## config.mk

```make
export PLATFORM = sky130hd
export DESIGN_NAME = trig_lut_server
export DESIGN_NICKNAME = d
export VERILOG_FILES = /design/src/rtl/trig_pkg.sv /design/src/rtl/quarter_sine_rom.sv /design/src/rtl/trig_lut_server.sv
export SDC_FILE = /design/constraint.sdc
export NUM_CORES = 1
export LEC_CHECK = 0
export BUFFER_PORTS_ARGS = -buffer_cell sky130_fd_sc_hd__buf_2
export CAP_MARGIN = 40
export CORE_MARGIN = 2
export CORE_UTILIZATION = 55
export DETAILED_ROUTE_END_ITERATION = 8
export PLACE_DENSITY = 0.82
export SLEW_MARGIN = 20
export SYNTH_ARGS = -nofsm -noshare
export SYNTH_HDL_FRONTEND = slang
export SYNTH_SLANG_ARGS = --single-unit
```

## constraint.sdc

```tcl
create_clock -name clk -period 3.6 [get_ports clk]
set_input_delay 1.08 -clock clk [delete_from_list [all_inputs] [get_ports clk]]
set_output_delay 1.08 -clock clk [all_outputs]
set_load 0.005 [all_outputs]
```

## src/rtl/trig_pkg.sv

```systemverilog
// Shared constants, FSM encoding and helpers for the quarter-wave sine/cosine lookup server.
// The fixed-point format is Q2.13: 1.0 = 8192 in a 16-bit signed word.
package trig_pkg;

   localparam int TRIG_FRAC_BITS = 13;
   localparam int TRIG_ROM_DEPTH = 91;

   localparam logic [8:0] ANG_90  = 9'd90;
   localparam logic [8:0] ANG_180 = 9'd180;
   localparam logic [8:0] ANG_270 = 9'd270;
   localparam logic [8:0] ANG_360 = 9'd360;

   typedef enum logic [2:0] {
      IDLE,
      REDUCE,
      RD_SIN,
      WAIT_SIN,
      RD_COS,
      WAIT_COS,
      DONE
   } state_t;

   // Two's-complement negation; -0 stays 0 and 8192 maps to -8192 without overflow.
   function automatic logic [15:0] neg16(input logic [15:0] v);
      return ~v + 16'd1;
   endfunction

endpackage

```

## src/rtl/quarter_sine_rom.sv

```systemverilog
// Quarter-wave sine table T[i] = round(2^FRAC_BITS * sin(i deg)), i = 0..90, with a registered read.
// Addresses past the last entry are clamped to it.
module quarter_sine_rom
   import trig_pkg::*;
#(
   parameter int FRAC_BITS = TRIG_FRAC_BITS,
   parameter int ROM_DEPTH = TRIG_ROM_DEPTH
) (
   input  logic        clk,
   input  logic [8:0]  addr_i,
   output logic [15:0] data_o
);

   logic [8:0]  addr_c;
   logic [15:0] entry;
   logic [15:0] data_q;

   assign addr_c = (addr_i > 9'(ROM_DEPTH - 1)) ? 9'(ROM_DEPTH - 1) : addr_i;

   always_comb begin
      entry = 16'(1 << FRAC_BITS);
      case (addr_c)
         9'd0:  entry = 16'd0;    9'd1:  entry = 16'd143;  9'd2:  entry = 16'd286;  9'd3:  entry = 16'd429;
         9'd4:  entry = 16'd571;  9'd5:  entry = 16'd714;  9'd6:  entry = 16'd856;  9'd7:  entry = 16'd998;
         9'd8:  entry = 16'd1140; 9'd9:  entry = 16'd1282; 9'd10: entry = 16'd1423; 9'd11: entry = 16'd1563;
         9'd12: entry = 16'd1703; 9'd13: entry = 16'd1843; 9'd14: entry = 16'd1982; 9'd15: entry = 16'd2120;
         9'd16: entry = 16'd2258; 9'd17: entry = 16'd2395; 9'd18: entry = 16'd2531; 9'd19: entry = 16'd2667;
         9'd20: entry = 16'd2802; 9'd21: entry = 16'd2936; 9'd22: entry = 16'd3069; 9'd23: entry = 16'd3201;
         9'd24: entry = 16'd3332; 9'd25: entry = 16'd3462; 9'd26: entry = 16'd3591; 9'd27: entry = 16'd3719;
         9'd28: entry = 16'd3846; 9'd29: entry = 16'd3972; 9'd30: entry = 16'd4096; 9'd31: entry = 16'd4219;
         9'd32: entry = 16'd4341; 9'd33: entry = 16'd4462; 9'd34: entry = 16'd4581; 9'd35: entry = 16'd4699;
         9'd36: entry = 16'd4815; 9'd37: entry = 16'd4930; 9'd38: entry = 16'd5043; 9'd39: entry = 16'd5155;
         9'd40: entry = 16'd5266; 9'd41: entry = 16'd5374; 9'd42: entry = 16'd5482; 9'd43: entry = 16'd5587;
         9'd44: entry = 16'd5691; 9'd45: entry = 16'd5793; 9'd46: entry = 16'd5893; 9'd47: entry = 16'd5991;
         9'd48: entry = 16'd6088; 9'd49: entry = 16'd6183; 9'd50: entry = 16'd6275; 9'd51: entry = 16'd6366;
         9'd52: entry = 16'd6455; 9'd53: entry = 16'd6542; 9'd54: entry = 16'd6627; 9'd55: entry = 16'd6710;
         9'd56: entry = 16'd6791; 9'd57: entry = 16'd6870; 9'd58: entry = 16'd6947; 9'd59: entry = 16'd7022;
         9'd60: entry = 16'd7094; 9'd61: entry = 16'd7165; 9'd62: entry = 16'd7233; 9'd63: entry = 16'd7299;
         9'd64: entry = 16'd7363; 9'd65: entry = 16'd7424; 9'd66: entry = 16'd7484; 9'd67: entry = 16'd7541;
         9'd68: entry = 16'd7595; 9'd69: entry = 16'd7648; 9'd70: entry = 16'd7698; 9'd71: entry = 16'd7746;
         9'd72: entry = 16'd7791; 9'd73: entry = 16'd7834; 9'd74: entry = 16'd7874; 9'd75: entry = 16'd7913;
         9'd76: entry = 16'd7949; 9'd77: entry = 16'd7982; 9'd78: entry = 16'd8013; 9'd79: entry = 16'd8041;
         9'd80: entry = 16'd8068; 9'd81: entry = 16'd8091; 9'd82: entry = 16'd8112; 9'd83: entry = 16'd8131;
         9'd84: entry = 16'd8147; 9'd85: entry = 16'd8161; 9'd86: entry = 16'd8172; 9'd87: entry = 16'd8181;
         9'd88: entry = 16'd8187; 9'd89: entry = 16'd8191;
         default: entry = 16'(1 << FRAC_BITS);
      endcase
   end

   always_ff @(posedge clk) begin
      data_q <= entry;
   end

   assign data_o = data_q;

endmodule

```

## src/rtl/trig_lut_server.sv

```systemverilog
// Angle-to-(cos, sin) lookup server: folds a whole-degree angle into a quadrant and offset,
// reads the quarter-wave table twice and presents signed results with a fixed 6-cycle latency.
module trig_lut_server
   import trig_pkg::*;
#(
   parameter int FRAC_BITS = TRIG_FRAC_BITS,
   parameter int ROM_DEPTH = TRIG_ROM_DEPTH
) (
   input  logic        clk,
   input  logic        rst,
   input  logic        en,
   input  logic [8:0]  theta,
   output logic [15:0] cos_q,
   output logic [15:0] sin_q,
   output logic        busy,
   output logic        valid
);

   state_t      state_q, state_d;
   logic        accept;
   logic [8:0]  theta_q;
   logic [8:0]  theta_fold;
   logic [1:0]  quad_q, quad_d;
   logic [8:0]  off_q, off_d;
   logic [15:0] sin_raw_q;
   logic        mirror;
   logic        neg_sin, neg_cos;
   logic [8:0]  sin_idx, cos_idx;
   logic [8:0]  rom_addr;
   logic [15:0] rom_data;

   assign accept = en && ((state_q == IDLE) || (state_q == DONE));

   always_ff @(posedge clk) begin
      if (!rst) begin
         state_q <= IDLE;
      end else begin
         state_q <= state_d;
      end
   end

   always_comb begin
      state_d = state_q;
      busy    = 1'b0;
      valid   = 1'b0;
      case (state_q)
         IDLE:     if (en) state_d = REDUCE;
         REDUCE:   begin state_d = RD_SIN;   busy = 1'b1; end
         RD_SIN:   begin state_d = WAIT_SIN; busy = 1'b1; end
         WAIT_SIN: begin state_d = RD_COS;   busy = 1'b1; end
         RD_COS:   begin state_d = WAIT_COS; busy = 1'b1; end
         WAIT_COS: begin state_d = DONE;     busy = 1'b1; end
         DONE: begin
            valid   = 1'b1;
            state_d = en ? REDUCE : IDLE;
         end
         default:  state_d = IDLE;
      endcase
   end

   // Boundary angles 90/180/270 stay in the lower quadrant with offset 90.
   always_comb begin
      theta_fold = theta_q;
      if (theta_q >= ANG_360) theta_fold = theta_q - ANG_360;
      quad_d = 2'd0;
      off_d  = theta_fold;
      if (theta_fold > ANG_270) begin
         quad_d = 2'd3;
         off_d  = theta_fold - ANG_270;
      end else if (theta_fold > ANG_180) begin
         quad_d = 2'd2;
         off_d  = theta_fold - ANG_180;
      end else if (theta_fold > ANG_90) begin
         quad_d = 2'd1;
         off_d  = theta_fold - ANG_90;
      end
   end

   assign mirror   = quad_q[0];
   assign neg_sin  = quad_q[1];
   assign neg_cos  = quad_q[0] ^ quad_q[1];
   assign sin_idx  = mirror ? (ANG_90 - off_q) : off_q;
   assign cos_idx  = mirror ? off_q : (ANG_90 - off_q);
   assign rom_addr = (state_q == RD_COS) ? cos_idx : sin_idx;

   quarter_sine_rom #(
      .FRAC_BITS (FRAC_BITS),
      .ROM_DEPTH (ROM_DEPTH)
   ) u_rom (
      .clk    (clk),
      .addr_i (rom_addr),
      .data_o (rom_data)
   );

   // Results land in both outputs on the same edge so they never change while busy.
   always_ff @(posedge clk) begin
      if (!rst) begin
         theta_q   <= '0;
         quad_q    <= '0;
         off_q     <= '0;
         sin_raw_q <= '0;
         cos_q     <= '0;
         sin_q     <= '0;
      end else begin
         if (accept) theta_q <= theta;
         if (state_q == REDUCE) begin
            quad_q <= quad_d;
            off_q  <= off_d;
         end
         if (state_q == WAIT_SIN) sin_raw_q <= rom_data;
         if (state_q == WAIT_COS) begin
            cos_q <= neg_cos ? neg16(rom_data) : rom_data;
            sin_q <= neg_sin ? neg16(sin_raw_q) : sin_raw_q;
         end
      end
   end

endmodule

```

**After elaboration in Yosys (flattened, before gate mapping)**

Memory sizes are Yosys's and may differ from the RTL's. A register that Yosys moved wholly into a read port is not among the register bits.
Cells that the tools add are included.

- Mux-type cells: 18
- Equality and inequality tests: 7
- Reductions and logical operators: 6
- $lt $le $gt $ge: 5
- Add/sub/neg operators: 7
- Bitwise gates (word level): 3

Operators by type and width:

| operator | count |
|---|---|
| 2-to-1 mux 9 bit | 8 |
| adder 16 x 1 -> 16 bit (second input constant) | 2 |
| 2-to-1 mux 16 bit | 2 |
| inverter 16 bit | 2 |
| case mux 3 bit (7 select lines) | 1 |
| > comparator 9 x 7 -> 1 bit (second input constant) | 2 |
| subtractor 9 bit (second input constant) | 2 |
| equality test 3 bit (second input constant) | 3 |
| >= comparator 9 bit (second input constant) | 1 |
| > comparator 9 x 8 -> 1 bit (second input constant) | 1 |
| > comparator 9 bit (second input constant) | 1 |
| subtractor 7 x 9 -> 9 bit (first input constant) | 1 |
| subtractor 9 x 7 -> 9 bit (second input constant) | 1 |
| subtractor 9 x 8 -> 9 bit (second input constant) | 1 |
| equality test 3 x 2 -> 1 bit (second input constant) | 2 |
| OR reduction 5 bit | 1 |
| 2-to-1 mux 1 bit | 4 |
| 2-to-1 mux 2 bit | 2 |
| equality test 3 x 1 -> 1 bit (second input constant) | 1 |
| logical NOT 3 bit | 1 |
| 2-to-1 mux 3 bit | 1 |
| logical NOT 2 bit | 1 |
| inequality test 2 bit (second input constant) | 1 |
| logical AND 1 bit | 1 |
| 3 further kinds | 3 |

- Word-level logic and storage cells: 55
- Flip-flop bits (word level): 87
- Input port bits: 12
- Bits in read-only memories: 1792
- Memories kept: 1

Memories:

| name | words | bits a word | rd ports | clocked after memory_dff | wr ports | RTL line | text |
|---|---|---|---|---|---|---|---|
| (name not given) | 128 | 14 | 1 | 1 | 0 | quarter_sine_rom.sv:22 | `case (addr_c)` |

**Logic depth before layout (Yosys ltp)**

- Word-level depth: 7
- Depth in mapped cells: 16
- Gate-level depth less buffers: 15

**Hierarchy**

From an unflattened synthesis, not the netlist that was laid out.

- Cell total of the unflattened synthesis: 822
- Area total of the unflattened synthesis: 6377.4 um2

Modules (own cells, without submodules):

| module | seq. area each (um2) | times used | cells an instance | area each (um2) |
|---|---|---|---|---|
| trig_lut_server | 1421.4 | 1 | 505 | 4229.1 |
| quarter_sine_rom | 280.3 | 1 | 317 | 2148.3 |

**Worst setup path after synthesis**

No wires, ideal clock.

- Path type: register to register
- Start: register off_q[1]
- End: register u_rom.data_q[3] (netlist: u_rom.data_o[3])
- Arrival: 3.637 ns
- Setup time: 0.087 ns
- Cell stages (with the launch flop): 14
- Path slack: -0.124 ns
- Buffers on the path: 1
- Cells stage by stage: dfxtp_1 > ha_1 > o211ai_1 > o211ai_1 > a311o_1 > a21oi_4 > o21ai_0 > a21oi_1 > inv_1 > ha_1 > clkbuf_1 > o221ai_1 > o221a_2 > o31ai_1

- Word-level cells in the longest chain between the ends: 7
- Elaborated cells on any way between the ends: 8

Ends and longest elaborated chain:

| what | RTL line | text |
|---|---|---|
| start: declaration | trig_lut_server.sv:24 | `logic [8:0] off_q, off_d;` |
| start signal: assignment | trig_lut_server.sv:100 | `off_q <= '0;` |
| start signal: assignment | trig_lut_server.sv:108 | `off_q <= off_d;` |
| subtractor 7 x 9 -> 9 bit | trig_lut_server.sv:82, trig_lut_server.sv:83 |  |
| 2-to-1 mux 9 bit, on equally long branches | trig_lut_server.sv:82, trig_lut_server.sv:83 |  |
| 2-to-1 mux 9 bit * | trig_lut_server.sv:84 | `assign rom_addr = (state_q == RD_COS) ? cos_idx : sin_idx;` |
| > comparator 9 x 7 -> 1 bit | quarter_sine_rom.sv:18 | `assign addr_c = (addr_i > 9'(ROM_DEPTH - 1)) ? 9'(ROM_DEPTH - 1) : addr_i;` |
| 2-to-1 mux 9 bit * | quarter_sine_rom.sv:18 |  |
| logical NOT 2 bit | quarter_sine_rom.sv:22 |  |
| logical NOT 1 bit (no source line) | - |  |
| end: declaration | quarter_sine_rom.sv:16 | `logic [15:0] data_q;` |

Every way passes the cells marked *; elsewhere a longest branch is shown, timed or not.
A chain may end at the register's enable or synchronous reset.

**Worst setup path in the final report**

- Start: register off_q[1]
- End: register u_rom.data_q[1] (netlist: u_rom.data_o[1])

The elaborated chain is that of the path after synthesis.

==> impl_metrics.yaml <==
placed_design:
  dpl.hpwl_mm: 15.2
  finalWeightedCongestion: 1.02
  io_buffers: 45
critical_path:
  crit_required_ns: 3.92
  r2r-start: "off_q[1]$_SDFFE_PN0N_"
  crit_path_cell_trace: "ha_1 > o211ai_1 > o211ai_1 > a311o_1 > a21oi_4 > o21ai_0 > a21oi_2 > buf_4 > ha_1 > buf_4 > nand2_1 > a21oi_1 > a211oi_1 > nor4_1 > a31o_2"
  path_class: "flip-flop to flip-flop"
  critPathMaxStageDelay_ns: 0.47
  path_buf_inv: 2
  cp_num_cells: 15
  cp_slowest_cell: "nor4_1"
  r2r_cells: 15
  path_max_fanout: 9
  cpLargestDelayFamily: "compound AO/OA/AOI/OAI gates"
  cp-start-kind: "flip-flop"
  worstPathArrival_ns: 3.89
  critPathCaptureType: "flip-flop"
  cp-startpoint: "off_q[1]$_SDFFE_PN0N_"
global_route:
  antenna_found_initial: 0
  grt_remaining_overflow: 0
  grt_pass1_vias: 6256
  grt_max_degree: 59
  track_usage: 0.346
  grt_first_pass_wirelength_mm: 32.2
cells_and_area:
  fin_nets: 897
  fillers: 971
  diodes: 0
  drive_gt1_frac: 0.188
  area_growth_pct: 13.1
  post-route-util: 0.641
  multiInputGateArea_um2: 4200
  seqCellArea_um2: 1660
synthesis:
  syn_inst: 810
  synth_area_per_cell_um2: 7.62
  async_reset_ff_frac: 0
  syn-num-nets: 843
  ys_types: 93
  ys_ff_latch: 83
  netlist_area_um2: 6170
  synth_edf_count: 0
  synth.yosys.warnings: 0
  yosys_most_used_dff: "dfxtp_1"
  synth_seq_area_share: 0.269
power:
  leakage_uw: 0.00272
  total_power_uw: 3620
  ir_worst_vdd_v: 0.000349
  p_per_area_nw_per_um2: 518
timing:
  rsz0062_at_grt: "yes"
  worst_clock_skew_ns: 0.0123
  hold_violations: 0
  tightestPinTransition_ns: 0.829
  period_share: 0.990
  slew_headroom: 0.444
  slew_violations: 0
  max_freq_mhz: 281
  setup_viol: 0
  layout_min_cycle_time_ns: 3.56
job:
  drv_cap: 0
floorplan:
  initial_core_util: 0.567
  coreArea_um2: 10900
  io_pins: 46
  die_x_um: 110
  fp.dieArea_um2: 12100
  row_count: 38
  die_h_um: 110
clock_network:
  cts_tree: "yes"
  cts_buffers: 9
  cts_htree_levels: 3
  clock-sinks: 83
  root_buffer: "clkbuf_8"
  clk-insertion-delay-late_ns: 0.38
  hold_buffers: 0
  clk_path_buf_depth: 2
  clkTransAtPathRegs_ns: 0.10
detailed_routing:
  vias: 6609
  drcViolationCount: 0
  dr.pass1.iters: 6
  antenna_left: 0
  vias_per_cell: 6.55
  routed_wl_mm: 20.6
  avgRoutedWirePerCell_um: 20.4
  drt_first_iter_violations: 822
status:
  status: "completed"
hold_path:
  hold_depth: 2
  hold_class: "flip-flop to flip-flop"
  hold_start: "cos_q[13]$_SDFFE_PN0P_"
-- routing by layer --
layer,up-vias,part of all wire,track usage
li1,3089,-,-
met1,3067,0.42,0.443
met2,366,0.45,0.547
met3,87,0.088,0.0599
met4,0,0.044,0.193
met5,-,0,0
-- synth_stat cells, drive strengths merged, types with 4 or more instances --
cell type | count | area share
a31oi | 7 | 0.0081
ha | 21 | 0.043
clkbuf | 31 | 0.019
a311oi | 5 | 0.0071
buf | 28 | 0.024
o41ai | 4 | 0.0057
a221oi | 6 | 0.0095
o21ai | 42 | 0.035
nor2 | 83 | 0.051
nand2b | 6 | 0.0061
inv | 25 | 0.015
nand2 | 106 | 0.065
xor2 | 23 | 0.036
mux2i | 23 | 0.037
nor3 | 19 | 0.015
nor4 | 6 | 0.0061
o211ai | 16 | 0.021
a21oi | 78 | 0.069
and2 | 7 | 0.0075
o221ai | 6 | 0.0085
dfxtp | 83 | 0.27
xnor2 | 16 | 0.025
a211oi | 41 | 0.051
a221o | 4 | 0.0067
nand3b | 4 | 0.0049
nand3 | 12 | 0.0097
o31ai | 10 | 0.014
a31o | 4 | 0.0057
nor3b | 4 | 0.0067
o22ai | 11 | 0.011
or3 | 8 | 0.0081
a21o | 6 | 0.0073
-- sequential cells by signal, indices dropped and copies added, names as in the netlist --
signal / count
cos_q: 16
off_q: 9
quad_q: 2
sin_q: 16
sin_raw_q: 14
state_q: 3
theta_q: 9
u_rom.data_o: 14
-- what timing repair did --
| item | 4_1_cts | 5_1_grt |
|---|---|---|
| endpoints found under the setup margin | 0 | 12 |
| gates resized for setup | 0 | 12 |
| buffers inserted | 0 | 0 |
-- metrics by stage --
step                std cells  TNS [ns]  hold slack (ns)  cell area (um2)  setup WS, ns
floorplan                 810         0            0.445             6180        0.0734
global placement          991         0            0.442             6740        0.0992
detailed placement        993         0            0.452             6770        0.0652
CTS                      1009         0            0.464             6950        0.0389
global route             1009  -0.00360            0.485             6980      -0.00360
finish                   1009         0            0.462             6980        0.0374
-- layout make-up --
class | instances | share of cell area
clock inverters | 6 | 0.00681
flip-flops and latches | 83 | 0.238
repair buffers | 102 | 0.0971
clock buffers | 10 | 0.0183
well taps | 140 | 0.0251
inverters | 25 | 0.0134
multi-input cells | 643 | 0.601
-- power breakdown --
part	switching, uW	total [uW]	internal, uW
sequential	163	1190	1030
combinational	1100	1790	698
clock	373	632	258
total	1630	3620	1980
-- worst paths after layout --
kind | to | slack, ns
max | u_rom.data_o[1]$_SDFF_PP0_ | 0.04
min | cos_q[13]$_SDFFE_PN0P_ | 0.46
max reg2reg | u_rom.data_o[1]$_SDFF_PP0_ | 0.04
min reg2reg | cos_q[13]$_SDFFE_PN0P_ | 0.46
-- tightest hold or removal path: stages, from the launching register on --
cell	delay (ns)
dfxtp_1	0.32
nand2_1	0.05
a21oi_1	0.05
-- cell families after synthesis --
| kind of cell | Yosys count | synth area share |
|---|---|---|
| and+or+nand+nor | 278 | 0.210 |
| DFF | 83 | 0.269 |
| AOI/OAI and AO/OA | 280 | 0.318 |
| muxes | 25 | 0.0409 |
| buffers and inverters | 84 | 0.0580 |
| xor gates and xnor gates | 39 | 0.0608 |
| adders and majority gates | 21 | 0.0426 |
-- cell usage in the layout, fill, tap and decap left out, types with 4 or more instances in the layout --
cell        n
o211ai_1   14
nand2b_1    6
o221ai_1    6
a21o_1      6
nand3_1    12
a211oi_1   39
o22ai_1    11
nand2_1   105
a21oi_2     4
and2_1      5
mux2i_1    23
o41ai_1     4
nand3b_1    4
xor2_1     22
nor4_1      6
o21ai_0    36
a21oi_1    72
ha_1       20
a31oi_1     6
inv_1      23
nor2_1     82
dfxtp_1    81
a311oi_1    5
or3_1       8
o31ai_1     9
nor3_1     19
clkbuf_8    9
buf_4      55
xnor2_1    14
buf_2      45
Power figures use the tool's default switching activity.
